**config.mk**
```make
export PLATFORM = sky130hd
export DESIGN_NAME = tbuf_bus_arbiter
export DESIGN_NICKNAME = d
export VERILOG_FILES = /design/src/rtl/opc_arb_pkg.sv /design/src/rtl/tbuf_bus_arbiter_rr_pick.sv /design/src/rtl/tbuf_bus_arbiter.sv
export SDC_FILE = /design/constraint.sdc
export NUM_CORES = 1
export LEC_CHECK = 0
export CAP_MARGIN = 40
export CORE_MARGIN = 2
export CORE_UTILIZATION = 32
export DETAILED_ROUTE_END_ITERATION = 6
export SYNTH_ARGS = -nofsm -noshare
export SYNTH_HDL_FRONTEND = slang
export SYNTH_SLANG_ARGS = --single-unit
export TNS_END_PERCENT = 100
```
**constraint.sdc**
```tcl
create_clock -name CLK -period 5.1 [get_ports CLK]
set_input_delay 0.765 -clock CLK [delete_from_list [all_inputs] [get_ports CLK]]
set_output_delay 0.765 -clock CLK [all_outputs]
set_load 0.02 [all_outputs]
```
**src/rtl/opc_arb_pkg.sv**
```systemverilog
// Shared definitions for the tristate bus arbiter: FSM state encoding and width helper.
package opc_arb_pkg;

  typedef enum logic [1:0] {
    IDLE  = 2'd0,
    GRANT = 2'd1,
    TURN  = 2'd2
  } state_t;

  // Ceiling log2; clog2(1) is 0, so callers guard single-value counters themselves.
  function automatic int unsigned clog2(input int unsigned v);
    int unsigned r;
    r = 0;
    while ((32'd1 << r) < v) r++;
    return r;
  endfunction

endpackage

```
**src/rtl/tbuf_bus_arbiter_rr_pick.sv**
```systemverilog
// Rotating priority encoder: first set request at or after the pointer, wrapping modulo N.
module rr_pick
  import opc_arb_pkg::*;
#(
  parameter int unsigned N = 4
) (
  input  logic [N-1:0]          req,
  input  logic [clog2(N)-1:0]   ptr,
  output logic [N-1:0]          onehot,
  output logic [clog2(N)-1:0]   idx,
  output logic                  valid
);

  localparam int unsigned OW = clog2(N);

  int unsigned cand;

  // Scan N candidates starting at ptr; the first hit wins and masks later ones.
  always_comb begin
    onehot = '0;
    idx    = '0;
    valid  = 1'b0;
    cand   = 0;
    for (int unsigned k = 0; k < N; k++) begin
      cand = (32'(ptr) + k) % N;
      if (!valid && req[OW'(cand)]) begin
        valid            = 1'b1;
        idx              = OW'(cand);
        onehot[OW'(cand)] = 1'b1;
      end
    end
  end

endmodule

```
**src/rtl/tbuf_bus_arbiter.sv**
```systemverilog
// Round-robin owner selection for a shared tristate net with break-before-make dead time
// and an optional maximum hold time per ownership.
module tbuf_bus_arbiter
  import opc_arb_pkg::*;
#(
  parameter int unsigned N        = 4,
  parameter int unsigned DEADTIME = 1,
  parameter int unsigned MAXHOLD  = 8
) (
  input  logic                CLK,
  input  logic                RESET,
  input  logic [N-1:0]        REQ,
  output logic [N-1:0]        GNT,
  output logic [clog2(N)-1:0] OWNER,
  output logic                BUSY,
  output logic                TIMEOUT
);

  localparam int unsigned OW = clog2(N);
  // Hold counter must still be at least one bit wide when the timeout is disabled.
  localparam int unsigned HW = (MAXHOLD == 0) ? 1 : clog2(MAXHOLD + 1);
  localparam int unsigned DW = clog2(DEADTIME + 1);

  state_t          state;
  logic [OW-1:0]   ptr;
  logic [HW-1:0]   hold;
  logic [DW-1:0]   dead;

  logic [N-1:0]    pick_onehot;
  logic [OW-1:0]   pick_idx;
  logic            pick_valid;

  rr_pick #(
    .N (N)
  ) u_pick (
    .req    (REQ),
    .ptr    (ptr),
    .onehot (pick_onehot),
    .idx    (pick_idx),
    .valid  (pick_valid)
  );

  // Arbitration FSM; grants only ever rise from an all-low cycle, so GNT stays one-hot.
  always_ff @(posedge CLK or posedge RESET) begin
    if (RESET) begin
      state   <= IDLE;
      ptr     <= '0;
      hold    <= '0;
      dead    <= '0;
      GNT     <= '0;
      OWNER   <= '0;
      BUSY    <= 1'b0;
      TIMEOUT <= 1'b0;
    end else begin
      TIMEOUT <= 1'b0;
      case (state)
        IDLE: begin
          if (pick_valid) begin
            GNT   <= pick_onehot;
            OWNER <= pick_idx;
            BUSY  <= 1'b1;
            hold  <= HW'(1);
            state <= GRANT;
          end
        end

        GRANT: begin
          if (!REQ[OWNER] || (MAXHOLD != 0 && hold == HW'(MAXHOLD))) begin
            // Voluntary release wins over the timeout when both coincide.
            TIMEOUT <= REQ[OWNER];
            GNT     <= '0;
            OWNER   <= '0;
            BUSY    <= 1'b0;
            ptr     <= (OWNER == OW'(N - 1)) ? '0 : OWNER + OW'(1);
            dead    <= DW'(DEADTIME);
            state   <= TURN;
          end else begin
            hold <= hold + HW'(1);
          end
        end

        TURN: begin
          if (dead == DW'(1)) begin
            if (pick_valid) begin
              GNT   <= pick_onehot;
              OWNER <= pick_idx;
              BUSY  <= 1'b1;
              hold  <= HW'(1);
              state <= GRANT;
            end else begin
              state <= IDLE;
            end
          end else begin
            dead <= dead - DW'(1);
          end
        end

        default: state <= IDLE;
      endcase
    end
  end

endmodule

```
# Word-level counts from Yosys, hierarchy flattened
# Index checks and enable logic that the tools add are counted.
dict set report totals {
  register_bits 17
  inputBits 6
  output_inout_bits 8
  word_cells 111
}
dict set report op_classes {
  n_lt_le_gt_ge 9
  addsub 6
  n_bitwise 3
  n_mux 57
  eq_ne 8
  n_reduce_logical 20
}
# op n
set ops {}
lappend ops {{$mux 4} 10}
lappend ops {{$pmux 4 s3} 2}
lappend ops {{$mux 2} 11}
lappend ops {{$mux 1} 21}
lappend ops {{$lt 2x3->1 const B} 5}
lappend ops {{$or 4x4->4} 3}
lappend ops {{$pmux 2 s3} 2}
lappend ops {{$bmux 1 s2} 5}
lappend ops {{$reduce_and 3->1} 3}
lappend ops {{$demux 1 s2} 4}
lappend ops {{$ge 2x1->1 const B} 4}
lappend ops {{$ne 2x2->1 const B} 4}
lappend ops {{$logic_and 1x1->1} 7}
lappend ops {{$add 2x1->2 const B} 2}
lappend ops {{$add 2x2->2 const B} 2}
lappend ops {{$add 4x1->4 const B} 1}
lappend ops {{$eq 2x2->1 const B} 2}
lappend ops {{$eq 4x4->1 const B} 1}
lappend ops {{$logic_not 1->1} 4}
lappend ops {{$reduce_and 2->1} 2}
lappend ops {{$pmux 1 s3} 1}
lappend ops {{$reduce_bool 3->1} 1}
lappend ops {{$eq 2x1->1 const B} 1}
lappend ops {{$logic_not 2->1} 1}
lappend ops {{other kinds (4)} 4}

# Logic depth before layout (Yosys ltp)
dict set report depth {
  depth_word 15
  ltp_mapped 7
  ltp_nobuf 6
}

# Modules after synthesis
# From an unflattened synthesis, not the netlist that was laid out.
dict set report hier_totals {
  hier_cells 121
  hier_area_um2 1273.7
}
# mod area_per_inst_um2 seq_area_each_um2 instances cells_each
set modules_own_cells {}
lappend modules_own_cells {tbuf_bus_arbiter 852.1 425.4 1 76}
lappend modules_own_cells {rr_pick 421.7 0.0 1 45}

# Worst setup path after synthesis
# OpenSTA, ideal clock, no wires.
dict set report synth_path {
  kind {reg-to-reg}
  start {reg ptr[0]}
  end {reg GNT[0]}
  required_time_ps 5033
  path_slack_ps 2696
  setup_ps 67
  period_less_slack_ps 2404
  path_buffers 1
  path_stages_with_launch 8
  t_arrival_ps 2337
  cell_sequence {dfrtp_1 buf_2 inv_1 ha_1 mux4_2 or4_1 a221oi_2 a221o_1}
}
dict set report synth_between {
  elab_chain_cells 15
  elab_cells_between_ends 51
  classes_between {3 x add/sub; 8 x order compare; 27 x mux; 3 x bitwise; 10 x reduce/logical}
}
# item line_no
set synth_rtl {}
lappend synth_rtl {{from (decl)} tbuf_bus_arbiter.sv:25} ;# logic [OW-1:0] ptr;
lappend synth_rtl {{from (signal assigned)} tbuf_bus_arbiter.sv:74} ;# ptr <= (OWNER == OW'(N - 1)) ? '0 : OWNER + OW'(1);
lappend synth_rtl {{parallel branches: the longest is 12 deep, another holds $lt 2x3->1} n/a}
lappend synth_rtl {{$mux 4 *} {tbuf_bus_arbiter.sv:58, tbuf_bus_arbiter.sv:84}}
lappend synth_rtl {{$mux 4} tbuf_bus_arbiter.sv:83} ;# if (dead == DW'(1)) begin
lappend synth_rtl {{$pmux 4 s3 *} tbuf_bus_arbiter.sv:56} ;# case (state)
lappend synth_rtl {{to (signal assigned)} tbuf_bus_arbiter.sv:59} ;# GNT <= pick_onehot;
lappend synth_rtl {{to (signal assigned)} tbuf_bus_arbiter.sv:85} ;# GNT <= pick_onehot;
lappend synth_rtl {{to (decl)} tbuf_bus_arbiter.sv:13} ;# output logic [N-1:0] GNT,
# Mark *: on every way between the ends. The select of a mux whose other input is x is not followed.
# A chain may end at the register's enable or synchronous reset.

# Worst setup path after layout
dict set report layout_path {
  start {reg ptr[0]}
  end {reg GNT[3]}
}
# The elaborated chain is that of the path after synthesis.

==> impl_results.md <==
* First-pass GRT wire length at 4119 um
* Max_cap viols at 0
* Register bit total from synthesis at 17
* Antenna violations before repair at 0
* Status: complete, no violations
* Worst hold start: dead
* Worst R2R Setup Slack at 2310 ps
* PD cells at 578.0 nW/um^2
* Sink Count at 17
* Pwr Total at 0.8135 mW
* Worst-path maximum fanout at 19
* Crit Reg-Reg Startpoint: ptr[0]
* Final setup violation count at 0
* RSZ-0062 raised after global routing: false
* Placeable Area at 3661 um^2
* Top post-synthesis cells by area: dfrtp_1 35%, ha_1 10%, mux4_2 5.5%, inv_1 3.7%, nand2_1 3.7%
* Post-synthesis mux area share at 10.60%
* Critical Path, Cell by Cell: inv_1 > ha_1 > mux4_2 > or4_1 > a221oi_1 > a221o_1
* Drt drc at 0
* Cts-stage hold buffer count at 0
* PortBufs at 13
* Post-Synth XOR/XNOR Area at 0%
* Synth Area in Adders at 10.19%
* Via Count at 958
* Worst-margin pin slew at 621.5 ps
* WHS Path Cells at 1
* Hold Crit Class: flop to flop
* Crit path buffers/inverters at 1
* Register-to-Register Path Depth at 6
* Share of cells above drive strength 1 at 10.00%
* Antenna Nets Post-Route at 0
* Area delta synth->final at 14.68%
* Synthesized cell area at 1227 um^2
* Drt initial violations at 31
* Die H at 65.94 um
* Vias in the first global route at 894
* # IOs at 14
* Die ar. at 4347 um^2
* Critical path required time at 5280 ps
* Synth Net Count at 136
* Slowest cell on crit path: dfrtp_1
* Post-synth top area share at 34.66%
* CP Launch Type: flop
* Largest family of logic cells by synthesized area: compound AO/OA/AOI/OAI gates
* Syn Inst Count at 120
* Gp weighted congestion at 0.7947
* Tmin final at 2788 ps
* Crit-path leading delay family: flip-flops
* Ant diodes at 0
* Slew HR at 58.24%
* Hold path endpoint: state[1]
* Clk_skew at 1.110 ps
* Fmax at 358.7 MHz
* Largest net degree at the start of global routing at 20
* Final Max Slew Viols at 0
* Final net count at 147
* Register area share after synthesis at 34.66%
* Max stage delay on crit path at 740 ps
* Site Rows at 22
* Leak at 0.5906 nW
* Starting Density at 33.53%
* YS warnings at 0
* Mean Syn Cell Area at 10.23 um^2
* Setup CP Type: flop to flop
* CTS tree: done
* CTS resizes at 0
* Post-DR wirelength/cell at 13.63 um
* VDD IR max at 0.2666 mV
* GRT Util Overall at 12.57%
* Setup bufs post-CTS at 0
* Final core occ at 38.45%
* Finished Cell Area at 1408 um^2
* Pre-CTS setup slack at 2199 ps
* Cell taking the most area after synthesis: dfrtp_1
* Synth Area in Compound Gates at 20.18%
* Clk root buf: clkbuf_8
* Maximum clock insertion buffer count at 2
* Final hold violation count at 0
* 1st-pass router iterations at 4
* Die X at 65.94 um
* Worst Path Arrival at 2970 ps
* DP HPWL at 1808 um
* Simple-Gate Fraction of Synth Area at 16.21%
* Grt total ovfl at 0
* Worst skew pair latency at 250 ps
* Yosys cell types at 42
* Clk slew on worst S/H paths at 60 ps
* WL final at 2427 um
* Setup slack after layout at 2312 ps
* Via density at 5.382
* H-tree depth at 1
* End of the worst register-to-register path: GNT[3]
* CP Capture Type: flop
* Period utilization at 54.66%
* DP Area at 1363 um^2
* Total CTS buffers at 3
* Setup TNS at 0 ps
-- cells in the mapped netlist (all sizes together) --
cell	count
ha	10
o211ai	1
o21bai	1
nand2b	1
o31a	1
mux2i	4
a221oi	4
and3	1
or4	5
buf	6
a222oi	1
mux4	3
o32a	1
a31oi	1
clkbuf	1
mux2	2
inv	12
o21ai	2
a21oi	5
or2	1
a311oi	1
or3b	1
nor3b	1
nor3	2
nor2b	2
dfrtp	17
o2bb2ai	1
a221o	4
a2111oi	1
nor2	3
o31ai	3
o221ai	1
and3b	1
nand3	3
nand3b	2
and2	1
a211o	1
nand2	12
-- kinds of logic (layout without fill, tap and decap cells) --
| group | Yosys count | after routing |
|---|---|---|
| simple gates | 36 | 36 |
| compound gates | 29 | 29 |
| buf+inv | 19 | 29 |
| flops | 17 | 17 |
| fa+ha+maj | 10 | 10 |
| mux | 9 | 9 |
-- layer usage --
layer	vias up	global-route usage [%]	wire length [um]
met2	30	19.57	1110
met3	4	3.578	134
li1	473	-	-
met5	-	0	0
met1	451	17.02	1156
met4	0	3.571	25
-- metrics by stage --
stage	hold slack [ps]	cells
after floorplan	439.6	120
after global placement	458.8	174
after detailed placement	466.5	174
after CTS	476.7	178
after global routing	507.1	178
final	471.5	178
-- layout make-up --
class | instances | area, um^2
Sequential cell | 17 | 425.4
Multi-Input combinational cell | 84 | 701.9
Clock buffer | 4 | 45.04
Tap cell | 48 | 60.06
Inverter | 12 | 45.04
Fill cell | 365 | 2253
Timing Repair Buffer | 13 | 130.1
-- where the power goes --
part,switching [mW],total [mW],internal (mW)
Combinational,0.245,0.460,0.216
Clock,0.0415,0.0968,0.0553
Sequential,0.0706,0.256,0.186
Total,0.357,0.814,0.457
-- placed cells by master (no fill, tap or decap), types with 3 or more instances in the layout --
cell type        instances
nand2_1                 12
or4_1                    5
mux4_2                   3
o31ai_1                  3
a221oi_1                 3
a221o_1                  4
inv_1                   12
mux2i_1                  4
dfrtp_1                 17
clkdlybuf4s50_1         13
a21oi_1                  5
clkbuf_8                 3
ha_1                    10
nor2_1                   3
nand3_1                  3
-- worst register-to-register path, cell delays in order (launching register included) --
cell and delay (ps):
dfrtp_1 740, inv_1 220, ha_1 450, mux4_2 410
or4_1 440, a221oi_1 300, a221o_1 170
-- state kept, by name, indices dropped and copies added, names as in the netlist --
register,cells
BUSY,1
GNT,4
OWNER,2
TIMEOUT,1
dead,1
hold,4
ptr,2
state,2
-- how the worst max path moves through the flow --
stage                start     end  slack, ps  cells after the start
finish              ptr[0]  GNT[3]       2310                      6
global route        ptr[0]  GNT[3]       2110                      6
CTS                 ptr[0]  GNT[3]       2290                      6
detailed placement  REQ[2]  GNT[3]       2200                      5
global placement    REQ[3]  GNT[2]       2240                      5
floorplan           ptr[0]  GNT[0]       2700                      7
Power figures use the tool's default switching activity.
==> patch 1: new RTL, same settings <==
Register the output `TIMEOUT` once more, without a reset; this adds one clock of latency there. The other outputs are not delayed to match.
--- a/src/rtl/tbuf_bus_arbiter.sv
+++ b/src/rtl/tbuf_bus_arbiter.sv
@@ -20,6 +20,8 @@
   // Hold counter must still be at least one bit wide when the timeout is disabled.
   localparam int unsigned HW = (MAXHOLD == 0) ? 1 : clog2(MAXHOLD + 1);
   localparam int unsigned DW = clog2(DEADTIME + 1);
+
+  logic TIMEOUT_s0;
 
   state_t          state;
   logic [OW-1:0]   ptr;
@@ -50,9 +52,9 @@
       GNT     <= '0;
       OWNER   <= '0;
       BUSY    <= 1'b0;
-      TIMEOUT <= 1'b0;
+      TIMEOUT_s0 <= 1'b0;
     end else begin
-      TIMEOUT <= 1'b0;
+      TIMEOUT_s0 <= 1'b0;
       case (state)
         IDLE: begin
           if (pick_valid) begin
@@ -67,7 +69,7 @@
         GRANT: begin
           if (!REQ[OWNER] || (MAXHOLD != 0 && hold == HW'(MAXHOLD))) begin
             // Voluntary release wins over the timeout when both coincide.
-            TIMEOUT <= REQ[OWNER];
+            TIMEOUT_s0 <= REQ[OWNER];
             GNT     <= '0;
             OWNER   <= '0;
             BUSY    <= 1'b0;
@@ -100,5 +102,9 @@
     end
   end
 
+  always_ff @(posedge CLK) begin
+    TIMEOUT <= TIMEOUT_s0;
+  end
+
 endmodule
 
Check against the original RTL: not equivalent (Yosys sat finds a counterexample within 10 cycles, from zero or initial values and one cycle with RESET high).
==> patch 1 against the unedited design <==
- power rose by 14%
- routed wire length rose by 16%
- sequential cell count rose by 1
- die area rose by 12%
- cell area rose by 11%
- critical path depth did not move
- synthesized area rose by 12%
- count of clock-buffer cells in the layout did not move
- maximum frequency rose by 8.2%
- setup slack improved by 0.21 ns
- critical path type unchanged
- critical endpoint is now GNT[1]
- largest power group unchanged
==> patch 1: results <==
metrics = {
    "route": {
        "wire_per_inst_um": 14.0,
        "wl_met2_um": 1260,
        "drcViolationCount": 0,
        "wl_um": 2820,
        "wl_met1_um": 1350,
        "met3_length_um": 175,
        "num_vias": 1121,
        "drtIter0Drc": 45,
    },
    "critical_path": {
        "r2r_cells": 6,
        "slowest_delay_ns": 0.82,
        "arrival_ns": 2.70,
        "crit_path_start": "ptr[0]",
        "reg2reg_to": "GNT[1]",
        "criticalPathCategory": "flip-flop to flip-flop",
        "cp_max_fo": 22,
        "reg2reg_setup_slack_ns": 2.52,
    },
    "synthesis": {
        "ys_seq_area_share_pct": 32.3,
        "yosysWarnings": 0,
        "ys_top_cells_by_count": "17 x dfrtp_1, 12 x nand2_1, 11 x inv_1",
        "synth_nets": 160,
        "ys_types": 43,
        "ys_top_cells_by_area": "dfrtp_1 31%, ha_1 9.1%, mux4_2 4.9%, o221ai_1 4.4%, mux2i_1 3.6%",
        "syn-instance-count": 144,
        "ys_async_sr_fraction_pct": 94.4,
    },
    "timing": {
        "final.setup_skew_ns": 0.00121,
        "max_clock_freq_mhz": 388,
        "slew_headroom_pct": 50.3,
        "hold_ws_ns": 0.341,
    },
    "placement": {
        "portBuffers": 13,
        "dpl_cell_area_um2": 1510,
        "dp_hpwl_um": 2110,
        "preCtsSetupSlack_ns": 2.37,
        "routabilityCongestion": 0.792,
        "placed_cells": 198,
    },
    "clock_tree": {
        "clock_latency_ns": 0.26,
        "post_cts_buffers": 0,
        "postCtsResizedCells": 0,
        "htree_levels": 1,
        "clkTransAtPathRegs_ns": 0.06,
        "cts_buffers": 3,
        "cts-root-buf": "clkbuf_8",
        "cts_buffer_depth": 2,
    },
    "layout": {
        "antenna_cells": 0,
        "drive_gt1_share_pct": 9.87,
        "nFillCells": 415,
        "fin_nets": 169,
        "top_regs": "GNT x4, hold x4",
    },
    "power": {
        "vdd_drop_max_mv": 0.353,
        "leakage_nw": 0.672,
    },
    "global_routing": {
        "grt_pass1_wl_um": 4880,
        "met1_usage_pct": 16.2,
        "grt_max_degree": 23,
        "met3_usage_pct": 3.78,
        "grtUsageTotal_pct": 12.3,
        "grt_use_met2_pct": 19.2,
        "antenna_found_initial": 0,
    },
    "outcome": {
        "status": "completed",
    },
    "hold_path": {
        "holdPathEnd": "TIMEOUT",
        "whs_path_depth": 0,
        "min-delay-start": "TIMEOUT_s0",
    },
}
==> patch 1: report_power, final <==
part / switching (W) / internal (W) / total (W)
combinational: 0.000289 / 0.000248 / 0.000537
sequential: 0.0000778 / 0.000194 / 0.000271
clock: 0.0000467 / 0.0000687 / 0.000115
total: 0.000413 / 0.000510 / 0.000924
==> patch 1: cells by family after synthesis <==
group	synth area share, %
AO/OA/AOI/OAI	21.3
flip-flops	32.3
adder cells (fa/ha/maj)	9.07
multiplexers	12.1
buffers and inverters	7.80
AND/OR/NAND/NOR	17.4
==> patch 1: area by class of cell <==
type / instances / area, um^2 / area share, %
multi-input combinational: 106 / 826 / 52.9
timing repair buffer: 13 / 130 / 8.34
clock buffer: 4 / 55.1 / 3.53
inverter: 11 / 41.3 / 2.65
tap: 50 / 62.6 / 4.01
sequential: 18 / 445 / 28.5
==> patch 2: new RTL, same flow settings <==
Without the edit above. Set the parameter `MAXHOLD` to 16 (it was 8).
--- a/src/rtl/tbuf_bus_arbiter.sv
+++ b/src/rtl/tbuf_bus_arbiter.sv
@@ -5,7 +5,7 @@
 #(
   parameter int unsigned N        = 4,
   parameter int unsigned DEADTIME = 1,
-  parameter int unsigned MAXHOLD  = 8
+  parameter int unsigned MAXHOLD  = 16
 ) (
   input  logic                CLK,
   input  logic                RESET,
Formal check against the unedited RTL: not equivalent (a bounded check fails within 10 cycles, from zero or initial values and one cycle with RESET high).
==> patch 2 against the unedited design <==
- synthesized area rose by 5.4%
- non-clock buffer count did not move
- highest routed layer unchanged
- largest power group unchanged
- utilization fell by 0.90 points
- cell area rose by 5.2%
- power rose by 7.7%
- first-iteration DRC count rose by 65%
- sequential cell count rose by 1
- setup slack got worse by 0.12 ns
- clock power rose by 20%
- routed wire length rose by 7.4%
==> patch 2: results <==
metrics = {
    "placement": {
        "routabilityCongestion": 0.869,
        "placed_cells": 193,
        "dpl_cell_area_um2": 1430,
        "dp_hpwl_um": 1950,
    },
    "global_routing": {
        "grt_pass1_vias": 962,
        "grt_pass1_wl_um": 4560,
        "met1_usage_pct": 19.1,
        "grtUsageTotal_pct": 13.3,
        "met3_usage_pct": 1.50,
        "grt_use_met2_pct": 19.2,
    },
    "synthesis": {
        "ys_top_cells_by_count": "18 x dfrtp_1, 14 x nand2_1, 12 x nor2_1",
        "ys_top_cells_by_area": "dfrtp_1 35%, ha_1 9.7%, nand2_1 4.1%, a221o_1 3.9%, mux2i_1 3.9%",
        "syn_avg_cell_area_um2": 9.37,
        "ys_types": 33,
        "synth_nets": 154,
    },
    "route": {
        "num_vias": 1037,
        "wire_per_inst_um": 13.2,
        "drtIter0Drc": 51,
        "wl_met1_um": 1290,
        "wl_um": 2610,
    },
    "layout": {
        "fin_nets": 164,
        "top_regs": "hold x5, GNT x4",
        "nFillCells": 377,
        "drive_gt1_share_pct": 7.48,
    },
    "outcome": {
        "status": "completed",
    },
    "power": {
        "pwr.group.clock_w": 0.000116,
        "comb-power_w": 0.000493,
        "vdd_drop_max_mv": 0.228,
        "switching_power_w": 0.000384,
        "leakage_nw": 0.616,
    },
    "critical_path": {
        "arrival_ns": 3.10,
        "reg2reg_to": "GNT[1]",
        "slowest_delay_ns": 0.78,
        "r2r_cells": 7,
    },
    "timing": {
        "final.setup_skew_ns": 0.00650,
        "worst_pin_slew_ns": 0.674,
        "hold_ws_ns": 0.463,
    },
}
patch 2: cell types whose count changed in the layout (fill, tap and decap cells not counted), moves of 4 or more:
cell / unedited run / this run
a31oi_1: 1 / 5
or4_1: 5 / 0
inv_1: 12 / 7
nor2_1: 3 / 12
nor2b_1: 2 / 6
patch 2: cell families (layout without fill, tap and decap cells):
kind of cell               count (synthesis)  count (layout)  share of synthesized area, %
AOI/OAI and AO/OA                         32              32                          18.6
xor gates and xnor gates                   2               2                          1.35
adders and majority gates                 10              10                          9.67
buffers and inverters                     15              24                          6.77
DFF                                       18              18                          34.8
muxes                                     10              10                          9.09
and+or+nand+nor                           51              51                          19.7
patch 2: layout make-up:
cell class                      instances  area (um^2)  area share, %
Multi-Input combinational cell        105          756           51.1
Tap cell                               50         62.6           4.23
Sequential cell                        18          450           30.4
Timing Repair Buffer                   13          130           8.79
Clock buffer                            4         55.1           3.72
Inverter                                7         26.3           1.78
